### src/rtl/abc_seq_pkg.sv
// Shared types and constants for the {a,b,c} pattern sequencer.
// Holds the FSM state encoding and the five-step select pattern.
package abc_seq_pkg;

  typedef enum logic [1:0] {
    ST_IDLE   = 2'd0,
    ST_RUN    = 2'd1,
    ST_PAUSED = 2'd2,
    ST_DONE   = 2'd3
  } state_t;

  localparam int NUM_STEPS = 5;
  localparam logic [2:0] LAST_STEP = 3'(NUM_STEPS - 1);

  // Step 0 sits in the least significant three bits.
  localparam logic [3*NUM_STEPS-1:0] PATTERN_TBL = {3'b110, 3'b000, 3'b101, 3'b001, 3'b000};

  function automatic logic [2:0] pattern_at(input logic [2:0] idx);
    logic [2:0] v;
    v = 3'b000;
    for (int i = 0; i < NUM_STEPS; i++) begin
      if (idx == 3'(i)) v = PATTERN_TBL[i*3 +: 3];
    end
    return v;
  endfunction

endpackage

### src/rtl/abc_hold_counter.sv
// Per-step hold counter: counts 0..HOLD_CYCLES-1 while enabled, flags the last cycle.
// Clear has priority over enable.
module abc_hold_counter #(
  parameter int HOLD_CYCLES = 10,
  parameter int CNT_W       = 8
) (
  input  logic clk,
  input  logic rst,
  input  logic i_clr,
  input  logic i_en,
  output logic o_tc
);

  logic [CNT_W-1:0] r_count;

  always_ff @(posedge clk or posedge rst) begin
    if (rst) begin
      r_count <= '0;
    end else if (i_clr) begin
      r_count <= '0;
    end else if (i_en) begin
      r_count <= r_count + CNT_W'(1);
    end
  end

  assign o_tc = (r_count == CNT_W'(HOLD_CYCLES - 1));

endmodule

### src/rtl/abc_pattern_sequencer.sv
// Drives {a,b,c} through a fixed five-step pattern, each step held HOLD_CYCLES cycles.
// Restartable from IDLE, optional looping, level pause; all outputs registered.
module abc_pattern_sequencer
  import abc_seq_pkg::*;
#(
  parameter int HOLD_CYCLES = 10,
  parameter int CNT_W       = 8
) (
  input  logic       clk,
  input  logic       rst,
  input  logic       start,
  input  logic       loop_en,
  input  logic       pause,
  output logic       a,
  output logic       b,
  output logic       c,
  output logic [2:0] step_idx,
  output logic       sel_valid,
  output logic       busy,
  output logic       done
);

  state_t     r_state;
  logic [2:0] r_step;
  logic [2:0] r_abc;
  logic       r_sel_valid;
  logic       r_busy;
  logic       r_done;

  logic       w_active;
  logic       w_go;
  logic       w_count;
  logic       w_tc;
  logic       w_last;
  logic [2:0] w_step_inc;

  assign w_active   = (r_state == ST_RUN) || (r_state == ST_PAUSED);
  assign w_go       = (r_state == ST_IDLE) && start;
  // A cycle without pause counts even when leaving PAUSED, so each paused cycle adds exactly one.
  assign w_count    = w_active && !pause;
  assign w_last     = (r_step == LAST_STEP);
  assign w_step_inc = r_step + 3'd1;

  abc_hold_counter #(
    .HOLD_CYCLES(HOLD_CYCLES),
    .CNT_W      (CNT_W)
  ) u_hold_counter (
    .clk  (clk),
    .rst  (rst),
    .i_clr(w_go || (w_count && w_tc)),
    .i_en (w_count && !w_tc),
    .o_tc (w_tc)
  );

  always_ff @(posedge clk or posedge rst) begin
    if (rst) begin
      r_state     <= ST_IDLE;
      r_step      <= 3'd0;
      r_abc       <= 3'b000;
      r_sel_valid <= 1'b0;
      r_busy      <= 1'b0;
      r_done      <= 1'b0;
    end else begin
      r_done <= 1'b0;
      case (r_state)
        ST_IDLE: begin
          if (start) begin
            r_state     <= ST_RUN;
            r_step      <= 3'd0;
            r_abc       <= pattern_at(3'd0);
            r_sel_valid <= 1'b1;
            r_busy      <= 1'b1;
          end
        end
        ST_RUN, ST_PAUSED: begin
          if (pause) begin
            r_state <= ST_PAUSED;
          end else if (!w_tc) begin
            r_state <= ST_RUN;
          end else if (!w_last) begin
            r_state <= ST_RUN;
            r_step  <= w_step_inc;
            r_abc   <= pattern_at(w_step_inc);
          end else if (loop_en) begin
            r_state <= ST_RUN;
            r_step  <= 3'd0;
            r_abc   <= pattern_at(3'd0);
          end else begin
            // Last hold cycle of a one-shot run: step and pattern stay visible while idle.
            r_state     <= ST_DONE;
            r_sel_valid <= 1'b0;
            r_busy      <= 1'b0;
            r_done      <= 1'b1;
          end
        end
        ST_DONE: begin
          r_state <= ST_IDLE;
        end
        default: begin
          r_state <= ST_IDLE;
        end
      endcase
    end
  end

  assign a         = r_abc[2];
  assign b         = r_abc[1];
  assign c         = r_abc[0];
  assign step_idx  = r_step;
  assign sel_valid = r_sel_valid;
  assign busy      = r_busy;
  assign done      = r_done;

endmodule

### config.mk
export PLATFORM = sky130hd
export DESIGN_NAME = abc_pattern_sequencer
export DESIGN_NICKNAME = d
export VERILOG_FILES = /design/src/rtl/abc_seq_pkg.sv /design/src/rtl/abc_hold_counter.sv /design/src/rtl/abc_pattern_sequencer.sv
export SDC_FILE = /design/constraint.sdc
export NUM_CORES = 1
export LEC_CHECK = 0
export ABC_AREA = 1
export BUFFER_PORTS_ARGS = -buffer_cell sky130_fd_sc_hd__buf_4
export CORE_UTILIZATION = 60
export DETAILED_ROUTE_END_ITERATION = 7
export PLACE_DENSITY = 0.91
export SETUP_SLACK_MARGIN = 0.5
export SLEW_MARGIN = 25
export SYNTH_ARGS = -nofsm -noshare
export SYNTH_HDL_FRONTEND = slang
export SYNTH_SLANG_ARGS = --single-unit
### constraint.sdc
create_clock -name clk -period 2.6 [get_ports clk]
set_clock_uncertainty 0.1 [all_clocks]
set_input_delay 0.39 -clock clk [delete_from_list [all_inputs] [get_ports clk]]
set_output_delay 0.39 -clock clk [all_outputs]
set_load 0.005 [all_outputs]
==> key figures, run 1 <==
Logic synthesis
  – Synth Cell Area: 1140 sq um
  – Yosys top cell by area: dfrtp_1
  – Synth Flop Type: dfrtp_1
  – Post-synth top area share: 39.6%
  – Asr flop ratio synth: 100%
  – Post-synth EDFFs: 0
  – Yosys Warn Count: 0
  – Post-synth top cells: nand2_1 (37), inv_1 (24), nor2_1 (19)
  – Syn Nets: 162
  – Syn Inst Count: 149
  – Syn_area_per_cell: 7.64 sq um
  – Seq/Total Area, Yosys: 39.6%
  – Synth area leaders: dfrtp_1 (40%), nand2_1 (12%), ha_1 (8.8%)
  – FF+latch count, synth: 18
  – Most common cell in the netlist: nand2_1
  – Synth unique cells: 23

Global routing
  – GRT Total Usage: 25.1%
  – Initial antenna violation count: 0
  – First-pass GRT wire length: 3.69 mm
  – Gr ovfl total: 0
  – Number of global-route vias before repair: 882
  – Largest net degree at the start of global routing: 19

Detailed routing
  – Uppermost layer routed: met4
  – Initial detailed-routing violation count: 24
  – DRT antenna net count: 0
  – Routed vias: 926
  – First-pass iteration count of the detailed router: 4
  – Met3 Wirelength: 55 um
  – Met1 wire length: 1.03 mm
  – Met2 Wirelength: 1.16 mm
  – Wire per inst: 12.0 um
  – Drc violations: 0
  – Post-Route WL: 2.25 mm
  – DR vias/cell: 4.93

Place
  – Cell Area, Placed: 1250 sq um
  – Pre-CTS setup slack: 776 ps
  – PortBufs: 13
  – DP HPWL: 1.82 mm
  – GP Congestion: 0.838

Layout
  – Nets@finish: 178
  – Fill cells: 147
  – Antenna Cells: 0
  – Final core occ: 73.0%
  – Fraction of layout cells with a size suffix above 1: 18.4%
  – Design area: 1270 sq um
  – Syn-to-layout area delta: 12.0%

Clock network
  – H-tree Lvls: 1
  – Post_cts resized: 0
  – Post-CTS Hold Fix Bufs: 0
  – Num CTS Buffers: 3
  – Clock latency on the worst-skew pair: 280 ps
  – CTS sink count: 18
  – Post-CTS setup buffers: 0
  – Clk slew on worst S/H paths: 90 ps
  – CTS max path bufs: 2
  – Clock root cell: clkbuf_4
  – CTS tree: yes

Timing
  – RSZ-0062 raised after global routing: false
  – Min Tclk post-route: 1860 ps
  – Fmax: 0.538 GHz
  – Setup TNS: 0 ps
  – Final worst-path setup slack: 740 ps
  – Max transition margin: 55.8%
  – Slew @ Worst Pin: 663 ps
  – Count of final hold-check violations: 0
  – Final setup vio count: 0
  – Final period util: 71.5%
  – Hold WS: 98.5 ps
  – Final-report max-slew violation count: 0

Setup path
  – Max Fanout on Critical Path: 8
  – Reg2reg start: r_state[1]$_DFFE_PP0P_
  – Reg2reg path depth: 7
  – Startpoint Class: flop
  – Crit Path Class: flop to flop
  – RR Endpoint: u_hold_counter.r_count[6]$_DFFE_PP0P_
  – Critical Path End Type: flop
  – CP required: 2660 ps
  – Worst R2R Setup Slack: 740 ps
  – CP Data Arrival Time: 1920 ps
  – CP Launch Point: r_state[1]$_DFFE_PP0P_

Floorplan
  – Core ar.: 1750 sq um
  – Initial Util: 65.2%
  – DIE AREA: 2080 sq um
  – Ports: 14
  – FP Rows: 15
  – Die height: 45.6 um
  – Die X: 45.6 um

Flow run
  – Number of max-cap violations: 0

Power
  – Leak: 0.000696 uW
  – Power Density: 950 nW/um^2
  – Peak VDD IR: 0.000701 V

Worst hold path
  – Min-delay worst type: input port to asynchronous set/reset pin

Run status
  – Status: finished clean
==> worst max path at each step <==
stage | endpoint | slack [ps] | cells past startpoint
after global routing | u_hold_counter.r_count[3]$_DFFE_PP0P_ | 650 | 7
after global placement | u_hold_counter.r_count[6]$_DFFE_PP0P_ | 850 | 7
after detailed placement | u_hold_counter.r_count[6]$_DFFE_PP0P_ | 780 | 7
final | u_hold_counter.r_count[6]$_DFFE_PP0P_ | 740 | 7
after CTS | u_hold_counter.r_count[6]$_DFFE_PP0P_ | 750 | 7
after floorplan | step_idx[0]$_DFFE_PP0P_ | 1060 | 9
==> cells in the final DEF (no fill, tap or decap), types with 3 or more instances in the layout <==
cell type / count
nor2_1: 19
o21ai_0: 4
dfrtp_1: 18
buf_4: 13
nand3_1: 12
inv_1: 24
ha_1: 8
nand2_2: 7
nand2_1: 37
clkbuf_4: 3
==> metrics by stage <==
step                std cells  power, uW
floorplan                 149        928
global placement          185       1040
detailed placement        185       1090
CTS                       188       1220
global route              188       1320
finish                    188       1210
==> state kept, by name, indices dropped and copies added, names as in the netlist <==
name	count
u_hold_counter.r_count	8
r_abc	3
step_idx	3
r_state	2
busy	1
done	1
==> cell type report <==
type | count | area (sq um) | area share [%]
inverter | 24 | 90.1 | 7.07
sequential | 18 | 450 | 35.3
timing repair buffer | 13 | 97.6 | 7.65
tap | 25 | 31.3 | 2.45
multi-input combinational | 105 | 583 | 45.7
clock buffer | 3 | 22.5 | 1.77
==> report_power, final <==
part | switching, uW | internal (uW)
sequential | 71.5 | 357
combinational | 422 | 232
clock | 75.2 | 53.7
total | 568 | 643
==> worst max-delay path: stages, from the launching register on <==
cell and delay, ps:
dfrtp_1 360, inv_1 50, ha_1 500, nand2_2 160, nand2_4 140, inv_1 80
nor2_1 260, nor2_1 90
==> kinds of logic after synthesis <==
logic type      after synthesis  synth area share [%]
fa+ha+maj                     8                  8.79
buf+inv                      26                  9.23
compound gates               12                  7.25
simple gates                 83                  33.6
flops                        18                  39.6
xor+xnor                      2                  1.54
==> per-layer routing <==
| metal | GRT usage, % | up-vias |
|---|---|---|
| met5 | 0 | - |
| met4 | 7.27 | 0 |
| met3 | 3.57 | 2 |
| li1 | - | 492 |
| met1 | 31.8 | 418 |
| met2 | 44.0 | 14 |
No activity file was read; power rests on OpenSTA's default activity.
==> run 2, diff against run 1 <==
--- a/config.mk
+++ b/config.mk
@@ -5,11 +5,11 @@
 export SDC_FILE = /design/constraint.sdc
 export NUM_CORES = 1
 export LEC_CHECK = 0
-export ABC_AREA = 1
+export ABC_AREA = 0
 export BUFFER_PORTS_ARGS = -buffer_cell sky130_fd_sc_hd__buf_4
-export CORE_UTILIZATION = 60
+export CORE_UTILIZATION = 50
 export DETAILED_ROUTE_END_ITERATION = 7
-export PLACE_DENSITY = 0.91
+export PLACE_DENSITY = 0.82
 export SETUP_SLACK_MARGIN = 0.5
 export SLEW_MARGIN = 25
 export SYNTH_ARGS = -nofsm -noshare
==> constraint.sdc (replaced) <==
create_clock -name clk -period 1.6 [get_ports clk]
set_clock_uncertainty 0.1 [all_clocks]
set_input_delay 0.24 -clock clk [delete_from_list [all_inputs] [get_ports clk]]
set_output_delay 0.24 -clock clk [all_outputs]
set_load 0.005 [all_outputs]
==> key figures, run 2 <==
Detailed routing
  – Wire per inst: 19.9 um (+66%)
  – Initial detailed-routing violation count: 49 (+100%)
  – Post-Route WL: 3.70 mm (+64%)
  – DRT antenna net count: 0 (unchanged)
  – Routed vias: 1091 (+18%)
  – First-pass iteration count of the detailed router: 4 (unchanged)
  – Drc violations: 0 (unchanged)
  – DR vias/cell: 5.87 (+19%)

Logic synthesis
  – Syn Inst Count: 109 (-27%)
  – Adder-cell share of the synthesized area: 9.35% (+0.55 points)
  – Largest family of logic cells by synthesized area: compound AO/OA/AOI/OAI gates
  – FF+latch count, synth: 18 (unchanged)
  – Synth area leaders: dfrtp_1 (42%), ha_1 (9.3%), o211ai_1 (6.3%)
  – Post-synth EDFFs: 0 (unchanged)
  – Yosys Warn Count: 0 (unchanged)
  – Most common cell in the netlist: dfrtp_1
  – Synth Area in Compound Gates: 19.6% (+12 points)
  – Synth Flop Type: dfrtp_1
  – XOR/XNOR share of the synthesized area: 4.91% (+3.4 points)
  – Post-synth top area share: 42.1% (+2.5 points)
  – Seq/Total Area, Yosys: 42.1% (+2.5 points)
  – Syn_area_per_cell: 9.83 sq um (+29%)
  – Post-synthesis mux area share: 0% (unchanged)
  – Post-synth top cells: dfrtp_1 (18), nor2_1 (11), inv_1 (9), o211ai_1 (9)
  – Asr flop ratio synth: 100% (unchanged)
  – Post-synthesis simple-gate area fraction: 19.3% (-14 points)
  – Synth unique cells: 33 (+43%)
  – Synth Cell Area: 1070 sq um (-5.9%)
  – Syn Nets: 122 (-25%)
  – Yosys top cell by area: dfrtp_1

Run status
  – Status: complete, but fails checks
  – Failing checks: setup timing

Timing
  – Max transition margin: 76.3% (+21 points)
  – Count of final hold-check violations: 0 (unchanged)
  – RSZ-0062 raised after global routing: true
  – Min Tclk post-route: 1760 ps (-98.8 ps)
  – Final worst-path setup slack: -161 ps (-901 ps)
  – Final setup vio count: 16 (+16)
  – Fmax: 0.568 GHz (+5.6%)
  – Slew @ Worst Pin: 354 ps (-309 ps)
  – Hold WS: 103 ps (+4.87 ps)
  – Final-report max-slew violation count: 0 (unchanged)
  – Final period util: 110% (+39 points)

Clock network
  – CTS tree: yes
  – Num CTS Buffers: 3 (unchanged)
  – Clock latency on the worst-skew pair: 300 ps (+20 ps)
  – H-tree Lvls: 1 (unchanged)
  – CTS sink count: 18 (unchanged)
  – Clock root cell: clkbuf_4
  – Clk slew on worst S/H paths: 120 ps (+30 ps)
  – CTS max path bufs: 2 (unchanged)

Layout
  – Nets@finish: 173 (-2.8%)
  – Area of the multi-input gates: 742 sq um (+27%)
  – Syn-to-layout area delta: 62.7%
  – Commonest cells after routing, fill and taps aside: buf_4 (25), buf_6 (22), dfrtp_1 (17)
  – Antenna Cells: 0 (unchanged)
  – Commonest non-fill, non-tap cell in the layout: buf_4
  – Final std cells w/o fill: 186 (-1.1%)
  – Max reg flops: 8 (unchanged)
  – Register name with the most flops: u_hold_counter.r_count
  – Fraction of layout cells with a size suffix above 1: 53.5% (+35 points)
  – Flip-flop and latch area: 452 sq um (+0.28%)
  – Fill cells: 95 (-35%)

Place
  – PortBufs: 13 (unchanged)
  – GP Congestion: 0.911 (+8.7%)
  – DP HPWL: 1.87 mm (+2.7%)
  – # placed instances: 165 (-11%)
  – Pre-CTS setup slack: -62.9 ps (-839 ps)

Setup path
  – Reg2reg path depth: 6 (-1)
  – Startpoint Class: flop
  – Critical Path End Type: flop
  – Crit Path Class: flop to flop
  – CP Data Arrival Time: 1870 ps (-50 ps)
  – Max Fanout on Critical Path: 6 (-2)
  – CP required: 1710 ps (-950 ps)

Floorplan
  – FP Rows: 16 (+1)
  – Core ar.: 1980 sq um (+14%)
  – DIE AREA: 2330 sq um (+12%)
  – Ports: 14 (unchanged)
  – Initial Util: 54.0% (-11 points)
  – Die X: 48.3 um (+6.0%)
  – Die height: 48.3 um (+6.0%)

Worst hold path
  – Hold depth: 3
  – Min-delay worst type: input port to flop

Power
  – Total power: 1760 uW (+45%)
  – Peak VDD IR: 0.000688 V (-1.8%)
  – Power Density: 1010 nW/um^2 (+6.2%)
  – Leak: 0.000776 uW (+12%)

Flow run
  – Number of max-cap violations: 0 (unchanged)

Global routing
  – Initial antenna violation count: 0 (unchanged)
  – GRT Total Usage: 27.8% (+2.7 points)
  – First-pass GRT wire length: 4.39 mm (+19%)
  – Gr ovfl total: 0 (unchanged)
  – Number of global-route vias before repair: 987 (+12%)
  – Largest net degree at the start of global routing: 19 (unchanged)
## run 2: cell count changes in the layout (fill, tap and decap cells not counted), moves of 5 or more
cell	change
buf_4	+12
buf_6	+22
inv_1	-20
inv_2	+5
nand2_1	-29
nand2_2	-6
nand3_1	-12
nor2_1	-12
o211ai_1	+8
o21ai_1	+5
## run 2: per-layer routing
| metal | vias to the layer above | GRT usage (%) | share of wire (%) |
|---|---|---|---|
| met5 | - | 0 | 0 |
| met4 | 0 | 12.2 | 4.0 |
| met3 | 17 | 5.56 | 6.3 |
| met2 | 59 | 47.7 | 50 |
| met1 | 524 | 33.4 | 39 |
| li1 | 491 | - | - |
## run 2: worst paths after layout
path,endpoint,slack [ps],start
max reg2reg,r_abc[2]$_DFFE_PP0P_,-160,r_state[0]$_DFFE_PP0P_
min reg2reg,r_state[0]$_DFFE_PP0P_,490,r_state[0]$_DFFE_PP0P_
min in group asynchronous,r_abc[2]$_DFFE_PP0P_,390,rst
max,r_abc[2]$_DFFE_PP0P_,-160,r_state[0]$_DFFE_PP0P_
max in group asynchronous,busy$_DFFE_PP0P_,790,rst
min,r_state[0]$_DFFE_PP0P_,100,start
## run 2: logic make-up after synthesis
group                    Yosys count
flip-flops                        18
AO/OA/AOI/OAI                     30
XOR/XNOR                           6
buffers and inverters             12
adder cells (fa/ha/maj)            8
AND/OR/NAND/NOR                   35
## run 2: power breakdown
| group | internal, uW | switching [uW] | total (uW) |
|---|---|---|---|
| Clock | 139 | 161 | 300 |
| Combinational | 420 | 513 | 934 |
| Sequential | 498 | 28.0 | 526 |
| Total | 1060 | 702 | 1760 |
## run 2: timing repair
action / 4_1_cts / 5_1_grt
buffers inserted: 6 / 9
pin swaps: 9 / 14
hold buffers: 1 / 0
hold endpoints to repair: 18 / 0
endpoints found under the setup margin: 27 / 27
cloned: 1 / 0
resized for setup: 26 / 21
## run 2: final cells by class
type	instances	share of cell area, %
flip-flops and latches	18	25.9
repair buffers	48	25.6
well taps	27	1.94
multi-input cells	80	42.6
inverters	9	1.94
clock buffers	4	2.08
## run 2: critical path, cell delays in order (launching register included)
cell     delay [ps]
dfrtp_1         400
inv_2            70
ha_4            270
and2b_4         190
nand3_4         100
or2_4           300
o31ai_2         230
## run 2: per-stage QoR
stage / setup TNS (ps) / util, % / cell area, sq um
final: -1300 / 87.9 / 1740
after global routing: -2430 / 87.9 / 1740
after global placement: -6.14 / 69.9 / 1390
after floorplan: 0 / - / 1140
after CTS: -425 / 79.5 / 1580
after detailed placement: -241 / 69.9 / 1390
